**config.mk**
```make
export PLATFORM = sky130hd
export DESIGN_NAME = ps2_key_decoder
export DESIGN_NICKNAME = d
export VERILOG_FILES = /design/src/rtl/ps2_key_decoder.sv
export SDC_FILE = /design/constraint.sdc
export NUM_CORES = 1
export LEC_CHECK = 0
export ABC_AREA = 1
export BUFFER_PORTS_ARGS = -buffer_cell sky130_fd_sc_hd__buf_4
export CORE_MARGIN = 3
export CORE_UTILIZATION = 55
export DETAILED_ROUTE_END_ITERATION = 8
export PLACE_DENSITY = 0.73
export SYNTH_ARGS = -nofsm -noshare
export SYNTH_HDL_FRONTEND = slang
export SYNTH_SLANG_ARGS = --single-unit
```
**constraint.sdc**
```tcl
create_clock -name Clk -period 1.8 [get_ports Clk]
set_input_delay 0.36 -clock Clk [delete_from_list [all_inputs] [get_ports Clk]]
set_output_delay 0.36 -clock Clk [all_outputs]
set_load 0.02 [all_outputs]
```
**src/rtl/ps2_key_decoder.sv**
```systemverilog
`default_nettype none
// ============================================================================
// Module      : ps2_key_decoder
// Description : PS/2 keyboard front end. Synchronises and glitch-filters the
//               raw PS/2 clock, assembles 11-bit frames into scan codes and
//               decodes make/break/E0 sequences into ten "key held" flags
//               (player 1: W/S/A/D/Space, player 2: arrows/Enter) plus a
//               one-cycle new-press pulse.
//               Optional build macro PS2_PARITY_CHK_EN: when defined, frames
//               with even parity over data+parity are discarded; when
//               undefined the parity bit is received but ignored.
// Revision    : 1.0 - initial release
// ============================================================================
module ps2_key_decoder #(
    parameter int FILTER_LEN     = 8,
    parameter int TIMEOUT_CYCLES = 5000
) (
    input  logic       Clk,
    input  logic       Reset,
    input  logic       psClk,
    input  logic       psData,
    output logic       p1_up,
    output logic       p1_down,
    output logic       p1_left,
    output logic       p1_right,
    output logic       p1_shoot,
    output logic       p2_up,
    output logic       p2_down,
    output logic       p2_left,
    output logic       p2_right,
    output logic       p2_shoot,
    output logic       press,
    output logic [7:0] scancode,
    output logic       code_valid
);

    localparam int c_filt_w = $clog2(FILTER_LEN + 1);
    localparam int c_to_w   = $clog2(TIMEOUT_CYCLES + 1);
    localparam logic [c_filt_w-1:0] c_filt_last = c_filt_w'(FILTER_LEN - 1);
    localparam logic [c_to_w-1:0]   c_to_limit  = c_to_w'(TIMEOUT_CYCLES);

    // Flag vector bit positions
    localparam int c_p1_up    = 0;
    localparam int c_p1_down  = 1;
    localparam int c_p1_left  = 2;
    localparam int c_p1_right = 3;
    localparam int c_p1_shoot = 4;
    localparam int c_p2_up    = 5;
    localparam int c_p2_down  = 6;
    localparam int c_p2_left  = 7;
    localparam int c_p2_right = 8;
    localparam int c_p2_shoot = 9;

    typedef enum logic [1:0] {
        ST_IDLE      = 2'd0,
        ST_BREAK     = 2'd1,
        ST_EXT       = 2'd2,
        ST_EXT_BREAK = 2'd3
    } state_t;

    logic                r_ps_clk_s1;
    logic                r_ps_clk_s2;
    logic                r_ps_data_s1;
    logic                r_ps_data_s2;
    logic                r_filt_clk;
    logic                r_filt_clk_d;
    logic [c_filt_w-1:0] r_filt_cnt;
    logic [3:0]          r_bit_cnt;
    logic [7:0]          r_shift;
    logic                r_parity;
    logic [c_to_w-1:0]   r_to_cnt;
    logic [7:0]          r_scancode;
    logic                r_code_valid;
    state_t              r_state;
    state_t              w_state_next;
    logic [9:0]          r_flags;
    logic [9:0]          w_flags_next;
    logic                r_press;
    logic                w_fall;
    logic                w_frame_ok;

    // Non-extended make codes -> flag mask (keypad arrows deliberately absent)
    function automatic logic [9:0] f_map_base(input logic [7:0] code);
        logic [9:0] m;
        m = '0;
        case (code)
            8'h1D:   m[c_p1_up]    = 1'b1;
            8'h1B:   m[c_p1_down]  = 1'b1;
            8'h1C:   m[c_p1_left]  = 1'b1;
            8'h23:   m[c_p1_right] = 1'b1;
            8'h29:   m[c_p1_shoot] = 1'b1;
            8'h5A:   m[c_p2_shoot] = 1'b1;
            default: m = '0;
        endcase
        return m;
    endfunction

    // E0-prefixed codes -> flag mask (keypad Enter E0 5A deliberately absent)
    function automatic logic [9:0] f_map_ext(input logic [7:0] code);
        logic [9:0] m;
        m = '0;
        case (code)
            8'h75:   m[c_p2_up]    = 1'b1;
            8'h72:   m[c_p2_down]  = 1'b1;
            8'h6B:   m[c_p2_left]  = 1'b1;
            8'h74:   m[c_p2_right] = 1'b1;
            default: m = '0;
        endcase
        return m;
    endfunction

    // Two-flop synchronisers for the asynchronous PS/2 lines (idle high)
    always_ff @(posedge Clk) begin
        if (!Reset) begin
            r_ps_clk_s1  <= 1'b1;
            r_ps_clk_s2  <= 1'b1;
            r_ps_data_s1 <= 1'b1;
            r_ps_data_s2 <= 1'b1;
        end else begin
            r_ps_clk_s1  <= psClk;
            r_ps_clk_s2  <= r_ps_clk_s1;
            r_ps_data_s1 <= psData;
            r_ps_data_s2 <= r_ps_data_s1;
        end
    end

    // Glitch filter: filtered clock follows only after FILTER_LEN differing samples
    always_ff @(posedge Clk) begin
        if (!Reset) begin
            r_filt_clk   <= 1'b1;
            r_filt_clk_d <= 1'b1;
            r_filt_cnt   <= '0;
        end else begin
            r_filt_clk_d <= r_filt_clk;
            if (r_ps_clk_s2 != r_filt_clk) begin
                if (r_filt_cnt == c_filt_last) begin
                    r_filt_clk <= r_ps_clk_s2;
                    r_filt_cnt <= '0;
                end else begin
                    r_filt_cnt <= r_filt_cnt + 1'b1;
                end
            end else begin
                r_filt_cnt <= '0;
            end
        end
    end

    assign w_fall = r_filt_clk_d & ~r_filt_clk;

`ifdef PS2_PARITY_CHK_EN
    assign w_frame_ok = r_ps_data_s2 & (^{r_shift, r_parity});
`else
    assign w_frame_ok = r_ps_data_s2;
`endif

    // Frame receiver with inter-edge timeout; publishes a byte the cycle after the stop edge
    always_ff @(posedge Clk) begin
        if (!Reset) begin
            r_bit_cnt    <= '0;
            r_shift      <= '0;
            r_parity     <= 1'b0;
            r_to_cnt     <= '0;
            r_scancode   <= '0;
            r_code_valid <= 1'b0;
        end else begin
            r_code_valid <= 1'b0;
            if (w_fall) begin
                r_to_cnt <= '0;
                if (r_bit_cnt == 4'd0) begin
                    // A high start bit means we are mid-stream; stay put to resync
                    if (!r_ps_data_s2) begin
                        r_bit_cnt <= 4'd1;
                    end
                end else if (r_bit_cnt <= 4'd8) begin
                    r_shift   <= {r_ps_data_s2, r_shift[7:1]};
                    r_bit_cnt <= r_bit_cnt + 4'd1;
                end else if (r_bit_cnt == 4'd9) begin
                    r_parity  <= r_ps_data_s2;
                    r_bit_cnt <= 4'd10;
                end else begin
                    r_bit_cnt <= '0;
                    if (w_frame_ok) begin
                        r_scancode   <= r_shift;
                        r_code_valid <= 1'b1;
                    end
                end
            end else if (r_bit_cnt != 4'd0) begin
                if (r_to_cnt == c_to_limit) begin
                    r_bit_cnt <= '0;
                    r_to_cnt  <= '0;
                end else begin
                    r_to_cnt <= r_to_cnt + 1'b1;
                end
            end else begin
                r_to_cnt <= '0;
            end
        end
    end

    // Decode next state and next flag vector from each accepted byte
    always_comb begin
        w_state_next = r_state;
        w_flags_next = r_flags;
        if (r_code_valid) begin
            case (r_state)
                ST_IDLE: begin
                    if (r_scancode == 8'hF0) begin
                        w_state_next = ST_BREAK;
                    end else if (r_scancode == 8'hE0) begin
                        w_state_next = ST_EXT;
                    end else begin
                        w_flags_next = r_flags | f_map_base(r_scancode);
                    end
                end
                ST_EXT: begin
                    if (r_scancode == 8'hF0) begin
                        w_state_next = ST_EXT_BREAK;
                    end else begin
                        w_flags_next = r_flags | f_map_ext(r_scancode);
                        w_state_next = ST_IDLE;
                    end
                end
                ST_BREAK: begin
                    if (r_scancode == 8'hF0) begin
                        w_state_next = ST_BREAK;
                    end else if (r_scancode == 8'hE0) begin
                        w_state_next = ST_EXT_BREAK;
                    end else begin
                        w_flags_next = r_flags & ~f_map_base(r_scancode);
                        w_state_next = ST_IDLE;
                    end
                end
                default: begin
                    if (r_scancode == 8'hF0) begin
                        w_state_next = ST_EXT_BREAK;
                    end else begin
                        w_flags_next = r_flags & ~f_map_ext(r_scancode);
                        w_state_next = ST_IDLE;
                    end
                end
            endcase
        end
    end

    // Decode state, held flags and the rising-flag press pulse
    always_ff @(posedge Clk) begin
        if (!Reset) begin
            r_state <= ST_IDLE;
            r_flags <= '0;
            r_press <= 1'b0;
        end else begin
            r_state <= w_state_next;
            r_flags <= w_flags_next;
            r_press <= |(w_flags_next & ~r_flags);
        end
    end

    assign p1_up      = r_flags[c_p1_up];
    assign p1_down    = r_flags[c_p1_down];
    assign p1_left    = r_flags[c_p1_left];
    assign p1_right   = r_flags[c_p1_right];
    assign p1_shoot   = r_flags[c_p1_shoot];
    assign p2_up      = r_flags[c_p2_up];
    assign p2_down    = r_flags[c_p2_down];
    assign p2_left    = r_flags[c_p2_left];
    assign p2_right   = r_flags[c_p2_right];
    assign p2_shoot   = r_flags[c_p2_shoot];
    assign press      = r_press;
    assign scancode   = r_scancode;
    assign code_valid = r_code_valid;

endmodule
`default_nettype wire

```
Word-level counts from Yosys, hierarchy flattened
Cells that the tools add are included.
{"block": "totals", "ff_bits": 57, "output_inout_bits": 20, "word_cells": 175, "in_bits": 4}
{"block": "classes", "eq_ne": 20, "bitwise": 17, "reduce_logical": 15, "n_addsub": 3, "muxes": 104, "order_cmp": 1}
{"op": "1-bit 2-to-1 mux", "n": 72}
{"op": "10-bit 2-to-1 mux", "n": 7}
{"op": "4-bit 2-to-1 mux", "n": 13}
{"op": "8-bit by 7-bit equality test with 1-bit output, second input constant", "n": 5}
{"op": "10-bit AND", "n": 3}
{"op": "10-bit NOT", "n": 3}
{"op": "10-bit one-hot mux with 3 select lines", "n": 1}
{"op": "5-bit 2-to-1 mux", "n": 5}
{"op": "8-bit by 5-bit equality test with 1-bit output, second input constant", "n": 3}
{"op": "10-bit OR", "n": 2}
{"op": "8-bit by 6-bit equality test with 1-bit output, second input constant", "n": 2}
{"op": "8-bit equality test, second input constant", "n": 2}
{"op": "13-bit by 1-bit adder with 13-bit output, second input constant", "n": 1}
{"op": "13-bit equality test, second input constant", "n": 1}
{"op": "2-bit 2-to-1 mux", "n": 5}
{"op": "10-bit OR reduction", "n": 1}
{"op": "4-bit by 1-bit adder with 4-bit output, second input constant", "n": 2}
{"op": "1-bit NOT", "n": 8}
{"op": "3-bit inequality test, second input constant", "n": 2}
{"op": "3-bit AND reduction", "n": 2}
{"op": "3-bit OR reduction", "n": 2}
{"op": "5-bit AND reduction", "n": 1}
{"op": "5-bit OR reduction", "n": 1}
{"op": "4-bit by 3-bit equality test with 1-bit output, second input constant", "n": 1}
{"op": "other kinds (13)", "n": 15}

Longest topological paths before layout
Gate-level depths: netlist of run 1.
{"block": "depth", "word_depth": 14, "mapped_depth": 10, "depth_no_buf": 10}

Worst setup path after synthesis of run 1
OpenSTA, ideal clock, no wires.
{"block": "synth_timing", "path_type": "reg2reg", "startpoint": "register r_bit_cnt[0]", "endpoint": "register r_to_cnt[7]", "t_required_ns": 1.680, "setup_slack_ns": 0.338, "setup_ns": 0.120, "n_path_buf": 1, "t_arrival_ns": 1.341, "path_stages_with_launch": 9, "synth_period_minus_slack_ns": 1.462, "cell_sequence": "dfxtp_1 inv_1 ha_1 clkinv_1 nor3_1 inv_2 nand4_1 buf_2 nor3b_1"}
{"block": "synth_between", "elab_chain_cells": 3}
{"item": "start, declared", "line_no": "68", "text": "logic [3:0] r_bit_cnt;"}
{"item": "start signal, assigned", "line_no": "176", "text": "r_bit_cnt <= r_bit_cnt + 4'd1;"}
{"item": "4-bit nonzero test", "line_no": "187", "text": "end else if (r_bit_cnt != 4'd0) begin"}
{"item": "1-bit NOT (no line)"}
{"item": "4-bit OR reduction (no line)"}
{"item": "end signal, assigned", "line_no": "192", "text": "r_to_cnt <= r_to_cnt + 1'b1;"}
{"item": "end, declared", "line_no": "71", "text": "logic [c_to_w-1:0] r_to_cnt;"}
Every way passes these cells.
A chain may end at the register's enable or synchronous reset.

Worst setup path after layout of run 1
{"block": "layout_timing", "startpoint": "register r_bit_cnt[0]", "endpoint": "register r_to_cnt[8]"}
Same word-level chain as after synthesis.

==> run metrics, run 1 <==
DP HPWL=around 4 mm; Initial Utilization=roughly three fifths; FF-to-FF Start=r_bit_cnt[0]; total grt overflow=0; antenna fix cells=0; CTS tree=built; die width=between 70 and 80 um; worst r2r dst=r_to_cnt[8]; Num Clock Sinks=57; Slew headroom=roughly three quarters; status=finished, final reports clean; FMAX=622 MHz; crit-path max FO=13; minimum clock period after layout=around 1.6 ns; multiplexer share of the synthesized area=0%; initial antenna violation count=0; number of hold violations in the final report=0; maximum capacitance violations=0; most frequent cell after synthesis=dfxtp_1; HP Class=input pin to flop; Pwr Total=approximately 2.7 mW; DRC Markers=0; CP peak stage delay=0.34 ns; Design Area, Final=between 3000 and 4000 um^2; Clk Latency, worst-skew pair=~0.33 ns; Setup crit end=r_to_cnt[8]; area leader, netlist=dfxtp_1; post-synthesis compound-gate area fraction=15.9%; CP top delay family=buffers and inverters; vias in the first global route=2232; clk slew on worst S/H paths=approximately 0.060 ns; antenna-violating nets left=0; CP bufs+invs=4; RSZ-0062 raised after global routing=no; worst r2r path cells=9; dominant synthesized flop cell=dfxtp_1; worst path arrival time=between 1.5 and 2 ns; drt pass-1 iters=4; port bufs=23; CP max stage cell=dfxtp_1; Via Count=approximately 2400; largest cells by area after synthesis=dfxtp_1, nand2_1, a21oi_1; Core Area=4530 um^2; wire per inst=between 10 and 15 um; Clock Skews=a little over 0.009 ns; Critical Path Stages=9; synthesized-area fraction occupied by adder cells=about 2.8%; Synthesized Nets=between 300 and 400; final max-slew violation count=0; final setup vio count=0; Cell Area, Synth=between 2000 and 3000 um^2; CP Data Required Time=slightly above 2 ns; Max Root-Sink Buffers=2; CP Cell Sequence=inv_1 -> ha_1 -> clkinv_1 -> nor3_1 -> inv_2 -> nand4_1 -> buf_12 -> a21oi_1 -> o21a_1; largest net degree at the start of global routing=23; Die Span Y=around 76 um; Tcrit/Tclk final=between 80 and 90%; R2R Setup Slk=between 0.15 and 0.2 ns; DRC marker count from the first detailed-route iteration=between 100 and 150; Syn Area/Cell=about 7.4 um^2; ys async rst share=0%; Post-Syn Instances=365; Netlist cell types=38; first-pass GRT wire length=9.72 mm; layout cell share with drive strength beyond 1=a little under a fifth; CP startpoint=r_bit_cnt[0]; Pwr Density=833 nW/um^2; dpl cell area=2950 um^2; Worst-Margin Slew=around 0.35 ns; xor/xnor share of the synthesized area=1.63%; TNS Setup=0 ns; register bit total from synthesis=57; synthesis warning total=0; crit path kind=flop to flop; sequential element share of the synthesized area=a little over two fifths; Worst VDD drop=around 0.65 mV; WL final=between 5 and 6 mm; gr usage total=between 20 and 25%; Synth Area in Simple Gates=between 20 and 30%; crit path launch type=flop; full die area=5770 um^2; top-area cell type share of the netlist area=approximately 42%; GPL Wtd Cong=0.888; H-tree Lvls=3; largest family of logic cells by synthesized area=simple AND/OR/NAND/NOR gates; vias per cell=slightly above 5; Area Overhead vs Synth=19.0%; clk root buf=clkbuf_8; Post-synth top cells=dfxtp_1, nand2_1, inv_1, nor2_1, a21oi_1; CTS Buf Count=9; Post-CTS Hold Buffers=0; post-layout util=between 70 and 80%; Post-synth EDFFs=0; CP endpoint kind=flop; Row Count=24; IO Count=24; hold depth=2; Nets=slightly above 400; Pleak=1.21 nW
[how the worst min path moves through the flow]
stage,from,to,slack [ns]
2_1_floorplan,r_ps_clk_s1,r_ps_clk_s2,0.39
3_3_place_gp,r_ps_data_s1,r_ps_data_s2,0.40
3_5_place_dp,r_ps_data_s1,r_ps_data_s2,0.40
4_1_cts,psClk,r_ps_clk_s1,0.21
5_1_grt,psClk,r_ps_clk_s1,0.21
6_report,psClk,r_ps_clk_s1,0.22
[report_power, final]
group	internal, mW	leakage (nW)	switching, mW	total [mW]
Sequential	1.27	0.461	0.00291	1.27
Combinational	0.0129	0.637	0.0207	0.0336
Clock	0.886	0.116	0.482	1.37
Total	2.17	1.21	0.506	2.67
[cell type report]
| cell class | count | area (um^2) |
|---|---|---|
| tap | 65 | 81.3 |
| sequential | 57 | 1140 |
| multi-input combinational | 240 | 1310 |
| clock buffer | 13 | 169 |
| clock inverter | 2 | 60.1 |
| fill | 388 | 1330 |
| inverter | 59 | 225 |
| timing repair buffer | 28 | 223 |
[layout by cell type, fill, tap and decap left out, types with 6 or more instances in the layout]
cell,Yosys,final
nand3_1,13,13
o21ai_0,14,13
inv_1,47,47
clkbuf_8,0,12
or2_2,6,6
buf_4,0,27
inv_2,10,10
nand4_1,12,12
nor2_1,41,41
a21oi_1,37,37
nand2_1,55,55
ha_1,6,6
dfxtp_1,57,56
nor3_1,7,7
o21ai_1,5,6
[metal layers]
| metal | GRT usage (%) | up-vias | part of all wire, % |
|---|---|---|---|
| met3 | 6.74 | 4 | 4.5 |
| li1 | - | 1255 | - |
| met4 | 6.88 | 0 | 0.70 |
| met2 | 31.3 | 46 | 45 |
| met1 | 26.7 | 1072 | 50 |
| met5 | 0 | - | 0 |
[logic make-up (layout without fill, tap and decap cells)]
kind of cell,count (synthesis),in the layout
xor gates and xnor gates,5,5
adders and majority gates,6,6
and+or+nand+nor,155,155
buffers and inverters,68,102
DFF,57,57
AOI/OAI and AO/OA,74,74
[stage by stage]
step	instances	setup WS, ns	hold WS (ns)
5_1_grt	464	0.0135	0.206
4_1_cts	463	0.0730	0.209
6_report	464	0.191	0.216
3_3_place_gp	448	0.208	0.396
3_5_place_dp	448	0.0764	0.402
2_1_floorplan	365	0.338	0.393
[flip-flops by register name, summed over array words and instances, names as in the netlist]
register / flops
r_ps_clk_s2: 1
code_valid: 1
r_filt_cnt: 4
scancode: 8
r_flags: 10
r_ps_clk_s1: 1
r_ps_data_s1: 1
r_filt_clk: 1
r_state: 2
r_to_cnt: 13
r_shift: 8
r_bit_cnt: 4
press: 1
r_filt_clk_d: 1
r_ps_data_s2: 1
[repair_timing]
action / in CTS / in global routing
setup buffers: 0 / 1
resized for setup: 0 / 4
endpoints found under the setup margin: 0 / 15
No activity file was read; power rests on OpenSTA's default activity.
==> run 2, diff against run 1 <==
PLACE_DENSITY = 0.8   (was 0.73)
==> run metrics, run 2 (same netlist as run 1, synthesis figures left out) <==
status=finished, final reports clean; CP top delay family=compound AO/OA/AOI/OAI gates; Row Count=24; Pwr Total=~2.3 mW; first-pass GRT wire length=9.93 mm; pre-CTS WS=0.138 ns; initial antenna violation count=0; Worst-Margin Slew=0.370 ns; Initial Utilization=59.4%; Biggest register=r_to_cnt; DP Cell Count=448; CP bufs+invs=2; crit path launch type=flop; vias per cell=between 5 and 6; final non-filler cell total=about 460; final setup vio count=0; GPL Wtd Cong=0.866; most frequent cells in the layout=dfxtp_1, nand2_1, inv_1; TNS Setup=0 ns; Clk pwr share=43.7%; WL final=about 5.6 mm; Core Area=about 4500 um^2; vias in the first global route=between 2000 and 2500; Clock Skews=slightly below 0.006 ns; Nets=roughly 400; sequential share of power=between 50 and 60%; full die area=about 5800 um^2; H-tree Lvls=3; crit path kind=flop to flop; largest net degree at the start of global routing=23; antenna fix cells=0; Area Overhead vs Synth=16.4%; layout cell share with drive strength beyond 1=18.6%; minimum clock period after layout=roughly 1.6 ns; DRC marker count from the first detailed-route iteration=89; Max Root-Sink Buffers=2; Largest regs=r_to_cnt x13, r_flags x10; die width=about 76 um; worst path arrival time=between 1.5 and 2 ns; Filler Cell Count=between 300 and 400; final max-slew violation count=0; Logic pwr share=under 10%; wire per inst=around 12 um; total grt overflow=0; Die Span Y=between 70 and 80 um; Pwr Density=around 740 nW/um^2; dpl cell area=about 3000 um^2; CTS Buf Count=9; CP endpoint kind=flop; clk slew on worst S/H paths=0.06 ns; Design Area, Final=between 3000 and 4000 um^2; number of hold violations in the final report=0; Via Count=roughly 2400; FMAX=between 600 and 700 MHz; drt pass-1 iters=5; Num Clock Sinks=57; post-layout util=roughly 70%; Pleak=between 1 and 1.5 nW; CP Data Required Time=slightly above 2 ns; CP max stage cell=dfxtp_1; DRC Markers=0; Hold WS=approximately 0.21 ns; DP HPWL=about 4.0 mm; CTS tree=built; CP peak stage delay=~0.33 ns; Post-CTS Hold Buffers=0; Clk Latency, worst-skew pair=about 0.34 ns; slack of the critical path=between 0.15 and 0.2 ns; Internal=1.80 mW; port bufs=23; Worst VDD drop=0.504 mV; clk root buf=clkbuf_8; Sw Share=~22%; gr usage total=around a fifth; antenna-violating nets left=0; CP Cell Sequence=inv_1 -> ha_1 -> clkinv_1 -> o21ai_1 -> nand3_4 -> o21ai_0 -> a21oi_1; HP Class=input pin to flop; IO Count=24; crit-path max FO=16; most common cell after layout, fill and taps aside=dfxtp_1; maximum capacitance violations=0; Tcrit/Tclk final=about nine tenths; Psw=0.511 mW; max FFs per register=13; Slew headroom=roughly 75%
[run 2: changes by cell type in the layout (fill, tap and decap cells not counted)]
| cell | change |
|---|---|
| bufinv_16 | -2 |
| clkbuf_8 | -2 |
| clkinv_2 | +2 |
| buf_4 | -1 |
| clkbuf_1 | +1 |
| clkinvlp_4 | +1 |
| dfxtp_1 | +1 |
| dfxtp_2 | -1 |
| nor3_1 | -1 |
| nor3_2 | +1 |
| o21ai_0 | +1 |
| o21ai_1 | -1 |
[run 2: worst paths after layout]
check	startpoint	endpoint	slack [ns]	cells past startpoint
setup / recovery	r_bit_cnt[0]	r_shift[4]	0.19	7
hold / removal	psClk	r_ps_clk_s1	0.21	2
setup reg to reg	r_bit_cnt[0]	r_shift[4]	0.19	7
hold reg to reg	r_ps_data_s1	r_ps_data_s2	0.42	1
[run 2: layout make-up]
cell class | instances | area, um^2 | share of cell area [%]
clock inverters | 3 | 17.5 | 0.558
repair buffers | 27 | 215 | 6.86
well taps | 65 | 81.3 | 2.59
multi-input cells | 240 | 1310 | 41.8
flip-flops and latches | 57 | 1140 | 36.4
inverters | 59 | 225 | 7.18
clock buffers | 12 | 145 | 4.63
[run 2: worst reg2reg max path, stage by stage (launching register included)]
cell and delay (ns):
dfxtp_1 0.33, inv_1 0.10, ha_1 0.17, clkinv_1 0.09, o21ai_1 0.32, nand3_4 0.22, o21ai_0 0.22, a21oi_1 0.05
[run 2: timing repair]
item | 4_1_cts | 5_1_grt
setup buffers | 0 | 0
gates resized for setup | 0 | 3
hold endpoints to repair | 0 | 0
endpoints found under the setup margin | 0 | 15
[run 2: metal layers]
metal | global-route usage, % | share of wire (%) | vias to the layer above
met5 | 0 | 0 | -
met4 | 13.0 | 2.0 | 0
met3 | 4.37 | 4.7 | 13
met2 | 32.6 | 46 | 52
met1 | 26.8 | 47 | 1113
li1 | - | - | 1252
[run 2: power groups by stage]
stage,sequential [mW],clock [mW],combinational (mW)
finish,1.27,1.01,0.0335
global route,1.27,1.10,0.0387
CTS,1.27,1.03,0.0339
detailed placement,1.30,0,0.0336
global placement,1.30,0,0.0329
floorplan,1.30,0,0.0221
